### src/rtl/path_capture_pkg.sv
// Shared definitions for the path-capture deserializer: holding-FSM states,
// legal word-width limits and a counter-width helper.
package path_capture_pkg;

    typedef enum logic {
        ST_EMPTY = 1'b0,
        ST_FULL  = 1'b1
    } hold_state_t;

    localparam int WIDTH_MIN = 2;
    localparam int WIDTH_MAX = 32;

    // Width of a counter that indexes 0..w-1, never narrower than one bit.
    function automatic int clog2_min1(input int w);
        int r;
        r = 0;
        for (int i = 0; i < 32; i++) begin
            if ((64'(1) << r) < 64'(w)) begin
                r = r + 1;
            end
        end
        return (r < 1) ? 1 : r;
    endfunction

endpackage

### src/rtl/serial_shift_assembler.sv
// Collects the qualified serial stream LSB-first into a WIDTH-bit word and
// flags the cycle in which the last bit of a word arrives.
module serial_shift_assembler
    import path_capture_pkg::*;
#(
    parameter int WIDTH = 8
) (
    input  logic             clk,
    input  logic             rst_n,
    input  logic             in,
    input  logic             in_valid,
    input  logic             frame_clr,
    output logic [WIDTH-1:0] word,
    output logic             word_done
);

    localparam int CW = clog2_min1(WIDTH);

    logic [WIDTH-1:0] shift_reg;
    logic [WIDTH-1:0] shift_next;
    logic [CW-1:0]    bit_cnt_reg;
    logic [CW-1:0]    bit_cnt_next;
    logic             take;

    // A frame clear discards the bit offered in the same cycle.
    assign take      = in_valid & ~frame_clr;
    assign word_done = take && (bit_cnt_reg == CW'(WIDTH - 1));

    genvar gi;
    generate
        for (gi = 0; gi < WIDTH; gi++) begin : g_bit
            logic hit;
            assign hit            = take && (bit_cnt_reg == CW'(gi));
            assign shift_next[gi] = hit ? in : shift_reg[gi];
        end
    endgenerate

    // The completed word includes the bit arriving this cycle.
    assign word = shift_next;

    always_comb begin
        bit_cnt_next = bit_cnt_reg;
        if (frame_clr) begin
            bit_cnt_next = '0;
        end else if (take) begin
            bit_cnt_next = word_done ? '0 : bit_cnt_reg + CW'(1);
        end
    end

    always_ff @(posedge clk or negedge rst_n) begin
        if (!rst_n) begin
            shift_reg   <= '0;
            bit_cnt_reg <= '0;
        end else begin
            shift_reg   <= shift_next;
            bit_cnt_reg <= bit_cnt_next;
        end
    end

endmodule

### src/rtl/path_capture_deserializer.sv
// Serial-to-parallel capture stage: assembles words and hands them out through a
// one-entry holding register with valid/ready, a sticky overrun flag and a word counter.
module path_capture_deserializer
    import path_capture_pkg::*;
#(
    parameter int WIDTH = 8,
    parameter int CNT_W = 16
) (
    input  logic             clk,
    input  logic             rst_n,
    input  logic             in,
    input  logic             in_valid,
    input  logic             frame_clr,
    output logic [WIDTH-1:0] out_data,
    output logic             out_valid,
    input  logic             out_ready,
    output logic             overrun,
    output logic [CNT_W-1:0] word_count
);

    hold_state_t      state_reg, state_next;
    logic [WIDTH-1:0] data_reg, data_next;
    logic             overrun_reg, overrun_next;
    logic [CNT_W-1:0] count_reg, count_next;
    logic [WIDTH-1:0] word;
    logic             word_done;

    serial_shift_assembler #(
        .WIDTH(WIDTH)
    ) u_assembler (
        .clk      (clk),
        .rst_n    (rst_n),
        .in       (in),
        .in_valid (in_valid),
        .frame_clr(frame_clr),
        .word     (word),
        .word_done(word_done)
    );

    always_comb begin
        state_next   = state_reg;
        data_next    = data_reg;
        overrun_next = overrun_reg;
        count_next   = count_reg;
        unique case (state_reg)
            ST_EMPTY: begin
                if (word_done) begin
                    state_next = ST_FULL;
                    data_next  = word;
                    count_next = count_reg + CNT_W'(1);
                end
            end
            ST_FULL: begin
                if (word_done && out_ready) begin
                    // Old word leaves and new word lands on the same edge: no bubble.
                    data_next  = word;
                    count_next = count_reg + CNT_W'(1);
                end else if (word_done) begin
                    overrun_next = 1'b1;
                end else if (out_ready) begin
                    state_next = ST_EMPTY;
                end
            end
            default: state_next = ST_EMPTY;
        endcase
    end

    always_ff @(posedge clk or negedge rst_n) begin
        if (!rst_n) begin
            state_reg   <= ST_EMPTY;
            data_reg    <= '0;
            overrun_reg <= 1'b0;
            count_reg   <= '0;
        end else begin
            state_reg   <= state_next;
            data_reg    <= data_next;
            overrun_reg <= overrun_next;
            count_reg   <= count_next;
        end
    end

    assign out_data   = data_reg;
    assign out_valid  = (state_reg == ST_FULL);
    assign overrun    = overrun_reg;
    assign word_count = count_reg;

endmodule

### config.mk
export PLATFORM = sky130hd
export DESIGN_NAME = path_capture_deserializer
export DESIGN_NICKNAME = d
export VERILOG_FILES = /design/src/rtl/path_capture_pkg.sv /design/src/rtl/serial_shift_assembler.sv /design/src/rtl/path_capture_deserializer.sv
export SDC_FILE = /design/constraint.sdc
export NUM_CORES = 1
export LEC_CHECK = 0
export CORE_MARGIN = 3
export CORE_UTILIZATION = 55
export CTS_CLUSTER_DIAMETER = 30
export DETAILED_ROUTE_END_ITERATION = 8
export GPL_ROUTABILITY_DRIVEN = 0
export PLACE_DENSITY = 0.84
export SLEW_MARGIN = 20
export SYNTH_ARGS = -nofsm -noshare
export SYNTH_HDL_FRONTEND = slang
export SYNTH_SLANG_ARGS = --single-unit
export TNS_END_PERCENT = 10
### constraint.sdc
create_clock -name clk -period 2.85 [get_ports clk]
set_clock_uncertainty 0.1 [all_clocks]
set_input_delay 0.7125 -clock clk [delete_from_list [all_inputs] [get_ports clk]]
set_output_delay 0.7125 -clock clk [all_outputs]
set_load 0.005 [all_outputs]
==> impl_metrics.json <==
{
  "reg2reg_from": "u_assembler.bit_cnt_reg[0]",
  "num_antenna_cells": 0,
  "antenna_left": 0,
  "wl_per_cell_um": 15.8,
  "vias": 1157,
  "instances_no_fill": 206,
  "htree_levels": 2,
  "synth_simple_gate_area_share_pct": 19.1,
  "postSynthAreaPerCell_um2": 11.9,
  "hold_viol": 0,
  "die_h_um": 61.3,
  "syn_inst": 142,
  "final_max_slew_viol_count": 0,
  "via_per_inst": 5.62,
  "postCtsHoldBufs": 0,
  "clock_path_buffers": 2,
  "slew_headroom_pct": 70.3,
  "ys_ff_latch": 36,
  "die_area_mm2": 0.00376,
  "yosys-top-cells-area": "dfrtp_1 54%, mux2_2 6.0%, ha_1 5.2%",
  "start_util_pct": 59.5,
  "regToRegSetupSlack_ps": 890,
  "layout_commonest_cell": "dfrtp_1",
  "die_w_um": 61.3,
  "cp.required_ps": 2970,
  "cts_tree": "yes",
  "ff_latch_area_um2": 901,
  "synth.distinct_cells": 29,
  "synthAdderAreaFrac_pct": 5.20,
  "totalPowerFinal_mw": 0.833,
  "post_cts_resized": 0,
  "rsz0062_at_grt": "no",
  "hpwlAfterDp_um": 2410,
  "cellPowerDensity_mw_per_mm2": 410,
  "track_usage_pct": 19.9,
  "numCtsBuffers": 5,
  "multi_input_area_um2": 714,
  "antenna_found_initial": 0,
  "m1WireLength_um": 1430,
  "first_global_vias": 1146,
  "path_class": "input port to register",
  "remaining_drc_errors": 0,
  "fin_crit_ps": 2310,
  "drtIter0Drc": 38,
  "synthDominantCellAreaShare_pct": 53.5,
  "core_mm2": 0.00283,
  "grt_pass1_wl_um": 5270,
  "fin_ws_ps": 541,
  "largest_reg_flops": 16,
  "ys_seq_area_share_pct": 53.5,
  "peakVddDrop_uv": 341,
  "crit_arrival_ps": 2430,
  "totalWireLength_um": 3260,
  "reg2reg_to": "out_data[4]",
  "dp.cells": 201,
  "syn_area_mm2": 0.00168,
  "p_leak_nw": 0.990,
  "cap_violations": 0,
  "layout_common_cells": "36 x dfrtp_1, 31 x clkdlybuf4s50_1, 16 x nor2_1, 14 x nand2_1, 9 x mux2_2",
  "fmax_mhz": 433,
  "firstDrtPassIters": 4,
  "rows": 19,
  "status": "finished clean",
  "cp-start-kind": "input port",
  "synth_xor_area_share_pct": 7.81,
  "crit_start": "in_valid",
  "synth_compound_area_share_pct": 1.04,
  "insertion_delay_ps": 330,
  "synth_nets": 155,
  "setup_tns_ps": 0,
  "synth_warnings": 0,
  "critical_path.max_fanout": 10,
  "grt_overflow": 0,
  "synth_top_family_by_area": "simple AND/OR/NAND/NOR gates",
  "highest_layer": "met4",
  "drive_gt1_share_pct": 13.7,
  "fin_nets": 190,
  "synth_mux_area_share_pct": 9.29,
  "worst_pin_slew_ps": 445,
  "dp_slack_ps": 212,
  "r2r_cells": 5,
  "clock-sinks": 36,
  "fillers": 218,
  "worstSetupEndpointType": "register",
  "root_buffer": "clkbuf_4",
  "path_clk_slew_ps": 90,
  "postLayoutCoreUtil_pct": 71.8,
  "io-pin-count": 32,
  "fin_crit_sh_pct": 81.0,
  "grt_start_max_net_pins": 37,
  "yosysTopAreaCell": "dfrtp_1",
  "io_buffer_count": 31,
  "cts_setup_buffers": 0,
  "setup_viol": 0,
  "endpoint": "out_data[4]",
  "area_delta_synth_final_pct": 20.7,
  "wl_met3_um": 150,
  "wl_met2_um": 1650,
  "hp-class": "register to register"
}
-- Yosys cell counts --
| library cell | number |
|---|---|
| xnor2_1 | 8 |
| mux2i_1 | 1 |
| nand3_2 | 1 |
| o21bai_1 | 1 |
| buf_2 | 1 |
| nand3_1 | 3 |
| nor2b_4 | 1 |
| and4b_1 | 1 |
| dfrtp_1 | 36 |
| clkbuf_2 | 1 |
| buf_6 | 2 |
| nand2_1 | 14 |
| mux2_4 | 3 |
| nand4_2 | 1 |
| buf_12 | 1 |
| nor2_1 | 16 |
| nand4_1 | 5 |
| nor3_1 | 5 |
| mux2_2 | 9 |
| and2_1 | 1 |
| and3_1 | 5 |
| inv_1 | 4 |
| a21oi_1 | 2 |
| xor2_1 | 7 |
| ha_1 | 7 |
| nand2b_1 | 1 |
| nor4bb_1 | 1 |
| nand4b_1 | 2 |
| nor3_2 | 2 |
-- through the flow --
stage | hold WS (ps) | instance area [µm²]
floorplan | 317 | 1680
global placement | 361 | 1990
detailed placement | 367 | 1990
CTS | 380 | 2030
global route | 425 | 2030
finish | 370 | 2030
-- metal layers --
| metal | GRT usage, % | vias up |
|---|---|---|
| met4 | 8.67 | 0 |
| met2 | 31.6 | 30 |
| met5 | 0 | - |
| li1 | - | 547 |
| met1 | 24.6 | 578 |
| met3 | 6.71 | 2 |
-- cell type report --
cell class | count | share of cell area (%)
Sequential cell | 36 | 44.3
Multi-Input combinational cell | 97 | 35.2
Timing Repair Buffer | 33 | 16.0
Tap cell | 31 | 1.91
Clock buffer | 5 | 1.85
Inverter | 4 | 0.739
-- power breakdown --
group | internal, mW | total (mW) | switching [mW]
combinational | 0.0318 | 0.0657 | 0.0338
clock | 0.0824 | 0.231 | 0.148
sequential | 0.529 | 0.537 | 0.00774
total | 0.644 | 0.833 | 0.190
-- cell families (layout without fill, tap and decap cells) --
family / count (synthesis) / in the layout
DFF: 36 / 36
buffers and inverters: 9 / 42
AOI/OAI and AO/OA: 3 / 3
and+or+nand+nor: 59 / 59
muxes: 13 / 13
adders and majority gates: 7 / 7
xor gates and xnor gates: 15 / 15
-- critical path, stage by stage --
cell	delay [ps]
clkdlybuf4s50_1	640
nor2b_4	260
and3_1	290
buf_4	210
mux2_4	310
-- worst min-delay path by stage --
stage	depth (start not counted)	from	end	slack, ps
final	1	word_count[15]	word_count[15]	370
after global routing	1	u_assembler.shift_reg[4]	u_assembler.shift_reg[4]	420
after CTS	1	word_count[15]	word_count[15]	380
after detailed placement	1	word_count[15]	word_count[15]	370
after global placement	1	overrun	overrun	360
after floorplan	0	rst_n	out_data[0]	320
(Power assumes the default switching activity.)
